**config.mk**
```make
export PLATFORM = sky130hd
export DESIGN_NAME = fpu_ss_commit_buffer
export DESIGN_NICKNAME = d
export VERILOG_FILES = /design/src/rtl/fpu_ss_pkg.sv /design/src/rtl/fpu_ss_id_match.sv /design/src/rtl/fpu_ss_commit_buffer.sv
export SDC_FILE = /design/constraint.sdc
export NUM_CORES = 1
export LEC_CHECK = 0
export CAP_MARGIN = 20
export CORE_ASPECT_RATIO = 1.4
export CORE_MARGIN = 2
export CORE_UTILIZATION = 55
export DETAILED_ROUTE_END_ITERATION = 8
export PLACE_DENSITY_LB_ADDON = 0.1
export SLEW_MARGIN = 10
export SYNTH_ARGS = -nofsm -noshare
export SYNTH_HDL_FRONTEND = slang
export SYNTH_SLANG_ARGS = --single-unit
```
**constraint.sdc**
```tcl
create_clock -name clk_i -period 8.94 [get_ports clk_i]
set_input_delay 2.235 -clock clk_i [delete_from_list [all_inputs] [get_ports clk_i]]
set_output_delay 2.235 -clock clk_i [all_outputs]
set_load 0.02 [all_outputs]
```
**src/rtl/fpu_ss_pkg.sv**
```systemverilog
// Shared definitions for the FPU subsystem offload path: commit buffer defaults
// and the per-entry status record.
package fpu_ss_pkg;

  localparam int COMMIT_BUF_DEPTH = 4;
  localparam int INSTR_WIDTH      = 32;
  localparam int MODE_WIDTH       = 2;

  typedef struct packed {
    logic valid;
    logic committed;
    logic killed;
  } commit_buf_status_t;

endpackage

```
**src/rtl/fpu_ss_id_match.sv**
```systemverilog
// Combinational id lookup for the commit buffer: one-hot match over stored entries
// plus a flag for the entry being pushed in the same cycle.
module fpu_ss_id_match #(
  parameter int DEPTH    = 4,
  parameter int ID_WIDTH = 4
) (
  input  logic [DEPTH-1:0][ID_WIDTH-1:0] ids_i,
  input  logic [DEPTH-1:0]               valid_i,
  input  logic [ID_WIDTH-1:0]            push_id_i,
  input  logic                           push_en_i,
  input  logic [ID_WIDTH-1:0]            commit_id_i,
  input  logic                           commit_valid_i,
  output logic [DEPTH-1:0]               match_o,
  output logic                           push_hit_o
);

  // NOTE: every always_comb output gets a default first so no latch is inferred.
  always_comb begin
    match_o = '0;
    for (int i = 0; i < DEPTH; i++) begin
      match_o[i] = commit_valid_i && valid_i[i] && (ids_i[i] == commit_id_i);
    end
  end

  assign push_hit_o = commit_valid_i && push_en_i && (push_id_i == commit_id_i);

endmodule

```
**src/rtl/fpu_ss_commit_buffer.sv**
```systemverilog
// Commit-aware offload buffer: keeps offloaded instructions in program order and
// releases the head only once the core has committed its id; killed entries are dropped.
module fpu_ss_commit_buffer
  import fpu_ss_pkg::*;
#(
  parameter int DEPTH      = COMMIT_BUF_DEPTH,
  parameter int ID_WIDTH   = 4,
  parameter int NUM_RS     = 3,
  parameter int DATA_WIDTH = 32
) (
  input  logic                         clk_i,
  input  logic                         rst_i,
  input  logic                         push_valid_i,
  output logic                         push_ready_o,
  input  logic [INSTR_WIDTH-1:0]       push_instr_i,
  input  logic [NUM_RS*DATA_WIDTH-1:0] push_rs_i,
  input  logic [ID_WIDTH-1:0]          push_id_i,
  input  logic [MODE_WIDTH-1:0]        push_mode_i,
  input  logic                         commit_valid_i,
  input  logic [ID_WIDTH-1:0]          commit_id_i,
  input  logic                         commit_kill_i,
  output logic                         pop_valid_o,
  input  logic                         pop_ready_i,
  output logic [INSTR_WIDTH-1:0]       pop_instr_o,
  output logic [NUM_RS*DATA_WIDTH-1:0] pop_rs_o,
  output logic [ID_WIDTH-1:0]          pop_id_o,
  output logic [MODE_WIDTH-1:0]        pop_mode_o,
  output logic [$clog2(DEPTH):0]       count_o
);

  localparam int AW = $clog2(DEPTH);
  localparam int PW = AW + 1;

  logic [PW-1:0]                              r_wr_ptr;
  logic [PW-1:0]                              r_rd_ptr;
  commit_buf_status_t [DEPTH-1:0]             r_status;
  logic [DEPTH-1:0][INSTR_WIDTH-1:0]          r_instr;
  logic [DEPTH-1:0][NUM_RS*DATA_WIDTH-1:0]    r_rs;
  logic [DEPTH-1:0][ID_WIDTH-1:0]             r_id;
  logic [DEPTH-1:0][MODE_WIDTH-1:0]           r_mode;

  logic [AW-1:0]    w_wr_idx;
  logic [AW-1:0]    w_rd_idx;
  logic             w_full;
  logic             w_empty;
  logic             w_push_fire;
  logic             w_head_valid;
  logic             w_discard;
  logic             w_head_fire;
  logic [DEPTH-1:0] w_valid_vec;
  logic [DEPTH-1:0] w_match;
  logic             w_push_hit;
  logic             w_push_dup;
  commit_buf_status_t w_head_st;

  assign w_wr_idx = r_wr_ptr[AW-1:0];
  assign w_rd_idx = r_rd_ptr[AW-1:0];

  // Extra wrap bit distinguishes full from empty when the indices coincide.
  assign w_full  = (r_wr_ptr[AW] != r_rd_ptr[AW]) && (w_wr_idx == w_rd_idx);
  assign w_empty = (r_wr_ptr == r_rd_ptr);

  assign push_ready_o = !w_full;
  assign w_push_fire  = push_valid_i && push_ready_o;

  always_comb begin
    w_valid_vec = '0;
    for (int i = 0; i < DEPTH; i++) begin
      w_valid_vec[i] = r_status[i].valid;
    end
  end

  fpu_ss_id_match #(
    .DEPTH    (DEPTH),
    .ID_WIDTH (ID_WIDTH)
  ) u_id_match (
    .ids_i          (r_id),
    .valid_i        (w_valid_vec),
    .push_id_i      (push_id_i),
    .push_en_i      (w_push_fire),
    .commit_id_i    (commit_id_i),
    .commit_valid_i (commit_valid_i),
    .match_o        (w_match),
    .push_hit_o     (w_push_hit)
  );

  assign w_head_st    = r_status[w_rd_idx];
  assign w_head_valid = !w_empty && w_head_st.valid;
  assign pop_valid_o  = w_head_valid && w_head_st.committed && !w_head_st.killed;
  assign w_discard    = w_head_valid && w_head_st.killed;
  assign w_head_fire  = (pop_valid_o && pop_ready_i) || w_discard;

  assign pop_instr_o = r_instr[w_rd_idx];
  assign pop_rs_o    = r_rs[w_rd_idx];
  assign pop_id_o    = r_id[w_rd_idx];
  assign pop_mode_o  = r_mode[w_rd_idx];

  assign count_o = r_wr_ptr - r_rd_ptr;

  always_ff @(posedge clk_i or posedge rst_i) begin
    if (rst_i) begin
      r_wr_ptr <= '0;
      r_rd_ptr <= '0;
    end else begin
      if (w_push_fire) r_wr_ptr <= r_wr_ptr + PW'(1);
      if (w_head_fire) r_rd_ptr <= r_rd_ptr + PW'(1);
    end
  end

  // A commit after a kill must not revive the entry; a push overrides any stale status.
  always_ff @(posedge clk_i or posedge rst_i) begin
    if (rst_i) begin
      r_status <= '0;
    end else begin
      for (int i = 0; i < DEPTH; i++) begin
        if (w_match[i]) begin
          if (commit_kill_i)            r_status[i].killed    <= 1'b1;
          else if (!r_status[i].killed) r_status[i].committed <= 1'b1;
        end
        if (w_head_fire && (AW'(i) == w_rd_idx)) begin
          r_status[i].valid <= 1'b0;
        end
        if (w_push_fire && (AW'(i) == w_wr_idx)) begin
          r_status[i] <= '{valid:     1'b1,
                           committed: w_push_hit && !commit_kill_i,
                           killed:    w_push_hit && commit_kill_i};
        end
      end
    end
  end

  // NOTE: payload RAM has no reset; the status bits alone decide what is live.
  always_ff @(posedge clk_i) begin
    if (w_push_fire) begin
      r_instr[w_wr_idx] <= push_instr_i;
      r_rs[w_wr_idx]    <= push_rs_i;
      r_id[w_wr_idx]    <= push_id_i;
      r_mode[w_wr_idx]  <= push_mode_i;
    end
  end

  always_comb begin
    w_push_dup = 1'b0;
    for (int i = 0; i < DEPTH; i++) begin
      if (w_valid_vec[i] && (r_id[i] == push_id_i)) w_push_dup = 1'b1;
    end
  end

  a_unique_push_id: assert property (@(posedge clk_i) disable iff (rst_i)
    w_push_fire |-> !w_push_dup);

endmodule

```
==> results.md <==
- Outcome: complete, no violations
- Post-synth cell types: 37
- Post-route worst setup slack: 2.71 ns
- Detailed Route WL: 39300 µm
- Yosys warns: 0
- RSZ-0062 raised after global routing: false
- Summed negative setup slack over all endpoints: 0 ns
- CTS buffer count: 49
- Number of enable flip-flop cells after synthesis: 536
- Number of antenna violations at the first check in global routing: 6
- Die Footprint: 39100 µm²
- Maximum VDD drop: 0.000296 V
- Vias in the first global route: 10136
- Buffers inserted during post-CTS setup optimization: 0
- Type of the setup path with the least slack: register to output port
- DRT iter0 DRCs: 668
- Worst-skew pair later-pin latency: 0.56 ns
- Maximum fanout encountered on the critical timing path: 62
- Horiz. Die Dim: 168 µm
- Number of hold-repair buffers added at the cts stage: 0
- Cells resized by post-CTS repair: 0
- Max Buffers Root-to-Sink: 3
- Final critical-path required period: 6.23 ns
- Commonest cells post-synth: sky130_fd_sc_hd__edfxtp_1 (536), sky130_fd_sc_hd__mux4_2 (136), sky130_fd_sc_hd__buf_2 (23), sky130_fd_sc_hd__dfrtp_1 (18), sky130_fd_sc_hd__inv_1 (16)
- Maximum level of the CTS H-tree: 2
- I/O pin total: 283
- Pwr/cell area: 348 nW/µm²
- Sort of element at the end of the critical path: output port
- Placement row count: 84
- Primary flip-flop cell chosen by synthesis mapping: sky130_fd_sc_hd__edfxtp_1
- Layout cell share with drive strength beyond 1: 18.4%
- Number of hold violations in the final report: 0
- Top cells by area, synth: sky130_fd_sc_hd__edfxtp_1 (78%), sky130_fd_sc_hd__mux4_2 (15%), sky130_fd_sc_hd__dfrtp_1 (2.2%)
- Worst Clk Skew: 0.0297 ns
- Startpoint Class: register
- Arrival @ worst endpoint: 4.00 ns
- Count leader, synth: sky130_fd_sc_hd__edfxtp_1
- Antenna Nets Post-Route: 0
- Maximum capacitance violations: 0
- Count of pins over their slew limit: 0
- Worst setup slack before clock tree synthesis: 3.25 ns
- Startpoint of the worst register-to-register path: r_rd_ptr[0]
- Initial standard-cell utilization of the core: 55.3%
- Total Routing Usage GR: 20.4%
- Die boundary height: 233 µm
- Yosys top cell area share: 77.9%
- Transition time at the pin with the least slew margin: 1.05 ns
- Post-detailed-route DRC marker count: 0
- Total of buffers placed on input and output ports: 282
- Clock transition at path regs: 0.06 ns
- Cell accounting for the most synthesized area: sky130_fd_sc_hd__edfxtp_1
- Routability cong.: 0.769
- CTS root buf: sky130_fd_sc_hd__clkbuf_16
- Post-Synthesis Mean Instance Area: 24.5 µm²
- Tightest Hold Check Type: register to register
- Synth Register Bits: 554
- First-pass iteration count of the detailed router: 5
- Setup-failing EPs final: 0
- Fraction of registers with async set/reset: 3.25%
- Synthesized netlist net count: 999
- Clock tree sinks: 554
- Clock tree from TritonCTS: built
- Area growth from synthesis to layout: 23.3%
- Required time of the critical path: 6.71 ns
- Part of the Yosys area used for sequential elements: 80.1%
- Relative slew slack: 30.2%
- Crit path from: r_rd_ptr[1]
- Maximum number of pins on one net before global-route repair: 99
- DP Wirelength: 23100 µm
- Mapped Area: 20600 µm²
- Worst min-delay path startpoint: r_wr_ptr[2]
- Final period util: 69.7%
- Maximum operating frequency: 0.160 GHz
- Final Net Count: 1302
- Wire length of the first global-routing pass: 59400 µm
- Instance count of the mapped netlist: 844
- Core ar.: 37300 µm²
- Grt total ovfl: 0
- Via count of the routed design: 9419
- Total leakage power: 8.26 nW
- Ratio of routed vias to standard cells: 5.67
- Average wire length per cell after detail routing: 23.7 µm
critical path, cell delays in order (launching register included):
cell and delay [ns]:
sky130_fd_sc_hd__dfrtp_4 0.71, sky130_fd_sc_hd__buf_4 0.74, sky130_fd_sc_hd__buf_4 0.86, sky130_fd_sc_hd__mux4_2 0.39, sky130_fd_sc_hd__clkdlybuf4s50_1 0.64
stage by stage:
| step | utilization [%] | cell area, µm² | std cells | hold slack (ns) | power (W) |
|---|---|---|---|---|---|
| floorplan | - | 20600 | 844 | 0.460 | 0.00568 |
| global placement | 64.4 | 24000 | 1569 | 0.477 | 0.00704 |
| detailed placement | 64.4 | 24000 | 1569 | 0.476 | 0.00706 |
| CTS | 68.2 | 25500 | 1655 | 0.487 | 0.00898 |
| global route | 68.3 | 25500 | 1660 | 0.513 | 0.00925 |
| finish | 68.3 | 25500 | 1660 | 0.483 | 0.00885 |
routing by layer:
metal | global-route usage (%) | wire, µm | vias to the layer above | share of wire [%]
met5 | 0 | 13 | - | 0.033
met4 | 6.66 | 841 | 2 | 2.1
met3 | 5.61 | 2640 | 59 | 6.7
met2 | 35.2 | 21000 | 259 | 53
met1 | 25.1 | 14800 | 4901 | 38
li1 | - | - | 4198 | -
cell type report:
| class | count | area (µm²) |
|---|---|---|
| flip-flops and latches | 554 | 16600 |
| fillers | 2329 | 11800 |
| multi-input cells | 235 | 3870 |
| repair buffers | 291 | 2930 |
| clock buffers | 61 | 1270 |
| well taps | 473 | 592 |
| clock inverters | 25 | 169 |
| inverters | 16 | 70.1 |
| diodes | 5 | 12.5 |
registers in the layout (all words and copies together), names as in the netlist:
| register | cells |
|---|---|
| r_status | 12 |
| r_rd_ptr | 3 |
| r_instr | 128 |
| r_wr_ptr | 3 |
| r_rs | 384 |
| r_id | 16 |
| r_mode | 8 |
layout by cell type, fill, tap and decap left out, types with 2 or more instances in the layout:
master	count
sky130_fd_sc_hd__edfxtp_1	536
sky130_fd_sc_hd__clkdlybuf4s50_1	282
sky130_fd_sc_hd__mux4_2	136
sky130_fd_sc_hd__clkbuf_16	49
sky130_fd_sc_hd__dfrtp_1	16
sky130_fd_sc_hd__inv_1	14
sky130_fd_sc_hd__clkinv_1	14
sky130_fd_sc_hd__xor2_1	12
sky130_fd_sc_hd__clkbuf_1	12
sky130_fd_sc_hd__ha_1	10
sky130_fd_sc_hd__mux2i_1	8
sky130_fd_sc_hd__xnor2_1	7
sky130_fd_sc_hd__nand2_1	6
sky130_fd_sc_hd__nor2b_1	6
sky130_fd_sc_hd__nor2_1	6
sky130_fd_sc_hd__clkinv_2	6
sky130_fd_sc_hd__buf_4	6
sky130_fd_sc_hd__diode_2	5
sky130_fd_sc_hd__a31oi_1	5
sky130_fd_sc_hd__nand3_1	5
sky130_fd_sc_hd__inv_6	4
sky130_fd_sc_hd__a41oi_1	4
sky130_fd_sc_hd__and2_4	3
sky130_fd_sc_hd__nor3_1	3
sky130_fd_sc_hd__and3_1	3
sky130_fd_sc_hd__buf_12	3
sky130_fd_sc_hd__mux2_2	2
sky130_fd_sc_hd__a21oi_1	2
sky130_fd_sc_hd__a222oi_1	2
sky130_fd_sc_hd__a2111oi_0	2
sky130_fd_sc_hd__a21o_1	2
sky130_fd_sc_hd__bufinv_16	2
sky130_fd_sc_hd__dfrtp_4	2
worst paths after layout:
| path | endpoint | slack, ns | depth (start not counted) |
|---|---|---|---|
| worst min register to register | r_wr_ptr[2] | 0.48 | 1 |
| worst min-delay path | r_wr_ptr[2] | 0.48 | 1 |
| max in group asynchronous | r_rd_ptr[1] | 6.25 | 2 |
| worst max register to register | r_rs[104] | 5.20 | 6 |
| min in group asynchronous | r_rd_ptr[0] | 2.16 | 2 |
| worst max-delay path | pop_instr_o[13] | 2.71 | 4 |
logic make-up after synthesis:
logic type | after synthesis | synth area share (%)
flip-flops | 554 | 80.1
multiplexers | 146 | 15.3
adder cells (fa/ha/maj) | 11 | 0.703
AO/OA/AOI/OAI | 23 | 0.921
buffers and inverters | 55 | 1.15
AND/OR/NAND/NOR | 35 | 0.891
XOR/XNOR | 20 | 0.885
where the power goes:
group / internal, W / switching, W / leakage (nW)
clock: 0.00106 / 0.000860 / 0.705
combinational: 0.00154 / 0.00171 / 2.43
sequential: 0.00349 / 0.000192 / 5.13
No activity file was read; power rests on OpenSTA's default activity.
